--- src/rtl/syn_gpu_pkg.sv ---
// Shared types for the grapheme GPU shape engines: draw-job layout,
// coordinate widths and the line-engine FSM states.
package syn_gpu_pkg;

    localparam int X_W     = 10;
    localparam int Y_W     = 9;
    localparam int COLOR_W = 8;
    // Signed width for the Bresenham error terms: one bit for sign, one for 2*err.
    localparam int ARITH_W = ((X_W > Y_W) ? X_W : Y_W) + 2;

    typedef struct packed {
        logic [X_W-1:0]     x0;
        logic [Y_W-1:0]     y0;
        logic [X_W-1:0]     x1;
        logic [Y_W-1:0]     y1;
        logic [COLOR_W-1:0] color;
    } gpu_draw_job_t;

    typedef enum logic [1:0] {
        EU_IDLE,
        EU_SETUP,
        EU_DRAW,
        EU_DONE
    } euclid_state_e;

endpackage

--- src/rtl/syn_gpu_euclid_step.sv ---
// One combinational Bresenham step: advances the current point and error term.
// Shared by the line engine and later shape engines.
module syn_gpu_euclid_step
    import syn_gpu_pkg::*;
#(
    parameter int CX_W = X_W,
    parameter int CY_W = Y_W,
    parameter int A_W  = ARITH_W
) (
    input  logic signed [A_W-1:0] err_i,
    input  logic signed [A_W-1:0] dx_i,
    input  logic signed [A_W-1:0] dy_i,
    input  logic                  sx_i,
    input  logic                  sy_i,
    input  logic [CX_W-1:0]       cur_x_i,
    input  logic [CY_W-1:0]       cur_y_i,
    output logic [CX_W-1:0]       nxt_x_o,
    output logic [CY_W-1:0]       nxt_y_o,
    output logic signed [A_W-1:0] nxt_err_o
);

    logic signed [A_W-1:0] e2;
    logic                  step_x;
    logic                  step_y;

    // sx_i/sy_i set means the coordinate counts up, clear means down.
    always_comb begin
        e2        = err_i <<< 1;
        step_x    = (e2 >= dy_i);
        step_y    = (e2 <= dx_i);
        nxt_x_o   = cur_x_i;
        nxt_y_o   = cur_y_i;
        nxt_err_o = err_i;
        if (step_x) begin
            nxt_x_o   = sx_i ? (cur_x_i + CX_W'(1)) : (cur_x_i - CX_W'(1));
            nxt_err_o = nxt_err_o + dy_i;
        end
        if (step_y) begin
            nxt_y_o   = sy_i ? (cur_y_i + CY_W'(1)) : (cur_y_i - CY_W'(1));
            nxt_err_o = nxt_err_o + dx_i;
        end
    end

endmodule

--- src/rtl/syn_gpu_euclid.sv ---
// Line-draw engine: takes one line job, rasterises it with Bresenham and
// streams pixel writes over valid/ready, reporting busy and a done pulse.
module syn_gpu_euclid
    import syn_gpu_pkg::*;
#(
    parameter int P_X_W     = X_W,
    parameter int P_Y_W     = Y_W,
    parameter int P_COLOR_W = COLOR_W
) (
    input  logic                 clk_ir,
    input  logic                 rst_il,
    input  logic                 euclid_job_start,
    input  gpu_draw_job_t        euclid_job_data,
    output logic                 euclid_busy,
    output logic                 euclid_job_done,
    output logic                 pxl_wr_valid,
    input  logic                 pxl_wr_ready,
    output logic [P_X_W-1:0]     pxl_x,
    output logic [P_Y_W-1:0]     pxl_y,
    output logic [P_COLOR_W-1:0] pxl_color
);

    localparam int A_W = ARITH_W;

    euclid_state_e         state_q, state_d;
    gpu_draw_job_t         job_q, job_d;
    logic signed [A_W-1:0] dx_q, dx_d, dy_q, dy_d, err_q, err_d;
    logic                  sx_q, sx_d, sy_q, sy_d;
    logic [P_X_W-1:0]      cur_x_q, cur_x_d;
    logic [P_Y_W-1:0]      cur_y_q, cur_y_d;
    logic                  valid_q, valid_d, busy_q, busy_d, done_q, done_d;

    logic [P_X_W-1:0]      diff_x, step_x;
    logic [P_Y_W-1:0]      diff_y, step_y;
    logic signed [A_W-1:0] abs_dx, neg_dy, step_err;
    logic                  at_end;

    syn_gpu_euclid_step #(
        .CX_W (P_X_W),
        .CY_W (P_Y_W),
        .A_W  (A_W)
    ) u_step (
        .err_i     (err_q),
        .dx_i      (dx_q),
        .dy_i      (dy_q),
        .sx_i      (sx_q),
        .sy_i      (sy_q),
        .cur_x_i   (cur_x_q),
        .cur_y_i   (cur_y_q),
        .nxt_x_o   (step_x),
        .nxt_y_o   (step_y),
        .nxt_err_o (step_err)
    );

    always_comb begin
        diff_x = (job_q.x1 >= job_q.x0) ? (job_q.x1 - job_q.x0) : (job_q.x0 - job_q.x1);
        diff_y = (job_q.y1 >= job_q.y0) ? (job_q.y1 - job_q.y0) : (job_q.y0 - job_q.y1);
        abs_dx = $signed(A_W'(diff_x));
        neg_dy = -$signed(A_W'(diff_y));
        at_end = (cur_x_q == job_q.x1) && (cur_y_q == job_q.y1);
    end

    always_comb begin
        state_d = state_q;
        job_d   = job_q;
        dx_d    = dx_q;
        dy_d    = dy_q;
        err_d   = err_q;
        sx_d    = sx_q;
        sy_d    = sy_q;
        cur_x_d = cur_x_q;
        cur_y_d = cur_y_q;
        valid_d = valid_q;
        busy_d  = busy_q;
        done_d  = 1'b0;
        case (state_q)
            EU_IDLE: begin
                if (euclid_job_start) begin
                    job_d   = euclid_job_data;
                    busy_d  = 1'b1;
                    state_d = EU_SETUP;
                end
            end
            EU_SETUP: begin
                dx_d    = abs_dx;
                dy_d    = neg_dy;
                err_d   = abs_dx + neg_dy;
                sx_d    = (job_q.x0 < job_q.x1);
                sy_d    = (job_q.y0 < job_q.y1);
                cur_x_d = job_q.x0;
                cur_y_d = job_q.y0;
                valid_d = 1'b1;
                state_d = EU_DRAW;
            end
            EU_DRAW: begin
                if (valid_q && pxl_wr_ready) begin
                    if (at_end) begin
                        valid_d = 1'b0;
                        busy_d  = 1'b0;
                        done_d  = 1'b1;
                        state_d = EU_DONE;
                    end else begin
                        cur_x_d = step_x;
                        cur_y_d = step_y;
                        err_d   = step_err;
                    end
                end
            end
            EU_DONE: begin
                state_d = EU_IDLE;
            end
            default: state_d = EU_IDLE;
        endcase
    end

    always_ff @(posedge clk_ir) begin
        if (rst_il) begin
            state_q <= EU_IDLE;
            job_q   <= '0;
            dx_q    <= '0;
            dy_q    <= '0;
            err_q   <= '0;
            sx_q    <= 1'b0;
            sy_q    <= 1'b0;
            cur_x_q <= '0;
            cur_y_q <= '0;
            valid_q <= 1'b0;
            busy_q  <= 1'b0;
            done_q  <= 1'b0;
        end else begin
            state_q <= state_d;
            job_q   <= job_d;
            dx_q    <= dx_d;
            dy_q    <= dy_d;
            err_q   <= err_d;
            sx_q    <= sx_d;
            sy_q    <= sy_d;
            cur_x_q <= cur_x_d;
            cur_y_q <= cur_y_d;
            valid_q <= valid_d;
            busy_q  <= busy_d;
            done_q  <= done_d;
        end
    end

    assign euclid_busy     = busy_q;
    assign euclid_job_done = done_q;
    assign pxl_wr_valid    = valid_q;
    assign pxl_x           = cur_x_q;
    assign pxl_y           = cur_y_q;
    assign pxl_color       = job_q.color;

endmodule

--- config.mk ---
export PLATFORM = sky130hd
export DESIGN_NAME = syn_gpu_euclid
export DESIGN_NICKNAME = d
export VERILOG_FILES = /design/src/rtl/syn_gpu_pkg.sv /design/src/rtl/syn_gpu_euclid_step.sv /design/src/rtl/syn_gpu_euclid.sv
export SDC_FILE = /design/constraint.sdc
export NUM_CORES = 1
export LEC_CHECK = 0
export CAP_MARGIN = 20
export CORE_MARGIN = 2
export CORE_UTILIZATION = 60
export DETAILED_ROUTE_END_ITERATION = 8
export GPL_TIMING_DRIVEN = 0
export PLACE_DENSITY_LB_ADDON = 0.08
export SYNTH_ARGS = -nofsm -noshare
export SYNTH_HDL_FRONTEND = slang
export SYNTH_SLANG_ARGS = --single-unit
--- constraint.sdc ---
create_clock -name clk_ir -period 5.4 [get_ports clk_ir]
set_input_delay 1.35 -clock clk_ir [delete_from_list [all_inputs] [get_ports clk_ir]]
set_output_delay 1.35 -clock clk_ir [all_outputs]
set_load 0.03 [all_outputs]
---- Word-level counts from Yosys, hierarchy flattened ----
Cells that the tools add are included.
storage, ports and cells
  flip-flop bits (word level) ............. 106
  output and inout port bits .............. 30
  word-level logic and storage cells ...... 87
cells by class
  add/subtract/negate cells ............... 12
  order comparisons ....................... 6
  equal/unequal tests ..................... 11
  mux-type cells .......................... 27
  bitwise operators ....................... 2
  reduce and logical (&&, ||, !) cells .... 13
operators by type and width
  cell                     count
  $mux W10                 5
  $mux W12                 4
  $mux W9                  5
  $pmux W12 S2             1
  $pmux W10 S2             1
  $sub A10 B10 Y10         2
  $pmux W9 S2              1
  $sub A9 B9 Y9            2
  $add A11 B12 Y12         1
  $add A12 B11 Y12         1
  $add A12 B12 Y12         1
  $ge A12 B12 Y1           1
  $le A12 B11 Y1           1
  $neg A9 Y12              1
  $reduce_and A4 Y1        3
  $add A10 B1 Y10 const B  1
  $eq A10 B10 Y1           1
  $ge A10 B10 Y1           1
  $lt A10 B10 Y1           1
  $sub A10 B1 Y10 const B  1
  $add A9 B1 Y9 const B    1
  $eq A9 B9 Y1             1
  $ge A9 B9 Y1             1
  $lt A9 B9 Y1             1
  other kinds (16)         32

---- Longest topological paths before layout ----
  word-level depth ........................ 7
  mapped depth ............................ 24
  depth with buffers taken out ............ 24

---- Hierarchy ----
A second synthesis with hierarchy kept.
second synthesis, totals
  cell total of the unflattened synthesis .. 1,147
  area, all modules ....................... 9,440.3 µm²
by module, submodules not included
  module               instances  cells an instance  area an instance (µm²)  sequential area each (µm²)
  syn_gpu_euclid       1          815                6,711.4                 2,122.0
  syn_gpu_euclid_step  1          332                2,728.9                 0.0

---- Least setup slack after synthesis ----
Ideal clock, no wire load.
  kind .................................... reg-to-reg
  from .................................... register job_q[15] (netlist name)
  to ...................................... register err_q[6]
  library setup time ...................... 70 ps
  data arrival time ....................... 4,698 ps
  required time ........................... 5,330 ps
  slack ................................... 632 ps
  stages on the path, launching flop included .. 24
  buffers on the path ..................... 2
  cells stage by stage .................... dfxtp_1 -> inv_1 -> ha_1 -> buf_6 -> and3_4 -> and2_4 -> buf_6 -> a221o_1 -> a21oi_2 -> mux2i_1 -> xor2_1 -> nand2_1 -> xnor2_1 -> ha_1 -> inv_1 -> o21ai_0 -> and2_1 -> o21ai_0 -> nand2b_1 -> and2_1 -> and4_1 -> o41ai_1 -> o211ai_1 -> a21oi_1
on the way
  longest elaborated chain between the ends .. 5
  elaborated cells between the ends (all ways) .. 9
  those cells by class .................... add/sub: 2; order compare: 1; eq/ne: 2; mux: 2; reduce/logical: 2
RTL lines
  what                    line                   source
  start, declared         syn_gpu_euclid.sv:26   gpu_draw_job_t job_q, job_d;
  start signal, assigned  syn_gpu_euclid.sv:132  job_q <= job_d;
  $ge A9 B9 Y1            syn_gpu_euclid.sv:57   diff_y = (job_q.y1 >= job_q.y0) ? (job_q.y1 - job_q.y0) : (job_q.y0 - job_q.y1);
  $mux W9                 syn_gpu_euclid.sv:57
  $neg A9 Y12             syn_gpu_euclid.sv:59   neg_dy = -$signed(A_W'(diff_y));
  via neg_dy[3]           syn_gpu_euclid.sv:35   logic signed [A_W-1:0] abs_dx, neg_dy, step_err;
  $add A11 B12 Y12        syn_gpu_euclid.sv:87   err_d = abs_dx + neg_dy;
  $pmux W12 S2            syn_gpu_euclid.sv:76   case (state_q)
  end signal, assigned    syn_gpu_euclid.sv:135  err_q <= err_d;
  end, declared           syn_gpu_euclid.sv:27   logic signed [A_W-1:0] dx_q, dx_d, dy_q, dy_d, err_q, err_d;
The timed path passes the listed nets, and every way through them passes these cells.
A chain may end at the register's enable or synchronous reset.

---- Final worst setup path ----
  from .................................... register job_q[14] (netlist name)
  to ...................................... register err_q[6]
The elaborated chain is that of the path after synthesis.

==> impl_metrics.json <==
{
  "ys_ff_latch": 105,
  "ys_warn_count": 0,
  "diodes": 0,
  "status": "complete, no violations",
  "synth-compound-area-share_pct": 23.1,
  "cp.required_ns": 5.69,
  "syn2layout_area_growth_pct": 16.9,
  "critical_path_class": "flip-flop to flip-flop",
  "grt_use_total_pct": 32.4,
  "synth_area_sq_um": 8950,
  "fp-row-count": 44,
  "rr_startpoint": "job_q[14]",
  "rsz0062_at_grt": "true",
  "cts_tree": "yes",
  "clock_sinks": 105,
  "dpl_cell_area_sq_um": 9960,
  "async_reset_ff_share_pct": 0,
  "worstPathArrival_ns": 5.54,
  "cts_buffers": 9,
  "fmax_mhz": 190,
  "insertion_delay_ns": 0.37,
  "cp-startpoint": "job_q[14]",
  "cp-start-kind": "flip-flop",
  "grt_pass1_vias": 8091,
  "core_area_sq_um": 14500,
  "syn_inst": 1160,
  "cp-end-kind": "flip-flop",
  "fin_skew_ns": 0.00996,
  "place_hpwl_um": 20000,
  "synth-adder-area-share_pct": 17.0,
  "min_period_ns": 5.25,
  "fp.dieArea_sq_um": 15900,
  "postLayoutCoreUtil_pct": 72.0,
  "timing.max_slew.rel_slack_pct": 25.8,
  "synth.area.mux_share_pct": 4.17,
  "fin_nets": 1425,
  "synth_xor_area_share_pct": 7.05,
  "drt-vias-per-instance": 5.99,
  "setup.worst_path.end": "err_q[6]",
  "die_h_um": 126,
  "first_pass_iters": 5,
  "cts_buffer_depth": 2,
  "num_io_pins": 80,
  "drive_above_1_share_pct": 5.78,
  "finalHoldViolations": 0,
  "wirelength_um": 25600,
  "layout_commonest_cell": "nand2_1",
  "synth.distinct_cells": 64,
  "antenna_found_initial": 0,
  "syn_avg_cell_area_sq_um": 7.71,
  "mostFrequentLayoutCells": "nand2_1, a21oi_1, inv_1",
  "cts_hold_buf": 0,
  "synth_edf_count": 0,
  "drc": 0,
  "fin_crit_sh_pct": 97.2,
  "drtIter0Drc": 809,
  "stdcell_area_sq_um": 10500,
  "r2r_slack_ns": 0.15,
  "r2r_cells": 24,
  "seq_area_frac_synth_pct": 23.5,
  "wl_per_cell_um": 17.7,
  "overflow": 0,
  "maxCapViolations": 0,
  "cts-htree-levels": 3,
  "root_buffer": "clkbuf_16",
  "fin_cells": 1448,
  "setup_viol": 0,
  "reg2reg_to": "err_q[6]",
  "gp_congestion": 0.931,
  "crit_fanout": 9,
  "ant_nets": 0,
  "die_w_um": 126,
  "start_util_pct": 61.6,
  "tightest_slew_ns": 1.11,
  "vias": 8680,
  "maxSlewViolCount": 0,
  "synth-simple-area-share_pct": 17.5,
  "dominantRegCellSynth": "dfxtp_1",
  "synth_top_family_by_area": "compound AO/OA/AOI/OAI gates",
  "syn_nets": 1326,
  "hold_slack_ns": 0.456,
  "portBuffers": 78,
  "path_clk_slew_ns": 0.08,
  "dp.cells": 1422,
  "grt_pass1_wl_um": 41500,
  "grt_max_degree": 20,
  "hp-class": "flip-flop to flip-flop"
}
-- stage by stage --
stage | setup slack [ns] | setup TNS (ns)
after floorplan | 0.632 | 0
after global placement | -0.480 | -0.536
after detailed placement | -0.602 | -0.986
after CTS | -0.00571 | -0.00571
after global routing | -0.0328 | -0.0328
final | 0.150 | 0
-- worst min-delay path by stage --
stage | start | end | slack [ns] | cells past startpoint
2_1_floorplan | dy_q[11] | dy_q[11] | 0.43 | 1
6_report | pxl_color[4] | pxl_color[4] | 0.46 | 2
3_3_place_gp | dy_q[11] | dy_q[11] | 0.44 | 1
3_5_place_dp | pxl_color[0] | pxl_color[0] | 0.45 | 2
5_1_grt | pxl_color[1] | pxl_color[1] | 0.47 | 2
4_1_cts | pxl_color[0] | pxl_color[0] | 0.46 | 2
-- cell type report --
| class | instances | area (sq um) |
|---|---|---|
| buffer | 58 | 278 |
| clock buffer | 9 | 225 |
| clock inverter | 7 | 85.1 |
| fill | 1191 | 4070 |
| inverter | 109 | 409 |
| multi-input combinational | 888 | 6270 |
| sequential | 105 | 2110 |
| tap | 184 | 230 |
| timing repair buffer | 88 | 856 |
-- sequential cells by signal, summed over array words and instances, names as in the netlist --
signal and count:
euclid_job_done 1, sx_q 1, euclid_busy 1, err_q 11, dx_q 10, job_q 38
pxl_y 9, state_q 2, dy_q 12, sy_q 1, pxl_color 8, pxl_x 10
pxl_wr_valid 1
-- cell families after synthesis --
group                      after synthesis
and+or+nand+nor                        339
AOI/OAI and AO/OA                      324
buffers and inverters                  167
adders and majority gates              116
DFF                                    105
xor gates and xnor gates                72
muxes                                   37
-- cells in the mapped netlist, types with 24 or more instances --
cell	n	area, sq um
clkbuf_1	34	128
dfxtp_1	105	2100
nor2_1	92	345
xor2_1	28	245
inv_1	108	405
a211oi_1	33	248
nand3_1	25	125
mux2i_1	35	350
a21o_1	24	180
o21ai_0	31	155
xnor2_1	44	385
ha_1	107	1340
nand2_1	128	480
a21oi_1	126	631
-- timing repair --
item | CTS | global route
gates resized for setup | 12 | 12
buffers inserted | 1 | 9
setup endpoints to repair | 5 | 5
pin swaps | 2 | 5
-- critical path, cell delays in order, from the launching register on --
cell and delay [ns]:
dfxtp_2 0.41, inv_1 0.06, ha_1 0.29, buf_4 0.16
and3_4 0.18, and2_4 0.15, buf_6 0.12, a221o_1 0.42
a21oi_4 0.22, mux2i_4 0.30, xor2_2 0.14, buf_4 0.16
nand2_1 0.09, xnor2_2 0.25, ha_1 0.29, inv_1 0.09
o21ai_0 0.14, and2_1 0.21, o21ai_0 0.16, nand2b_1 0.17
and2_1 0.20, and4_1 0.21, o41ai_2 0.42, o211ai_1 0.16
a21oi_1 0.17
-- layer usage --
metal  vias up  global-route usage (%)  share of wire, %
li1       4253                       -                 -
met1      4037                    44.1                45
met2       331                    51.9                45
met3        59                    5.10               7.3
met4         0                    12.1               3.4
met5         -                       0                 0
Power is left out: the tool's default activity adds up to more than one toggle a clock period on the data nets, which glitch-free logic cannot reach.
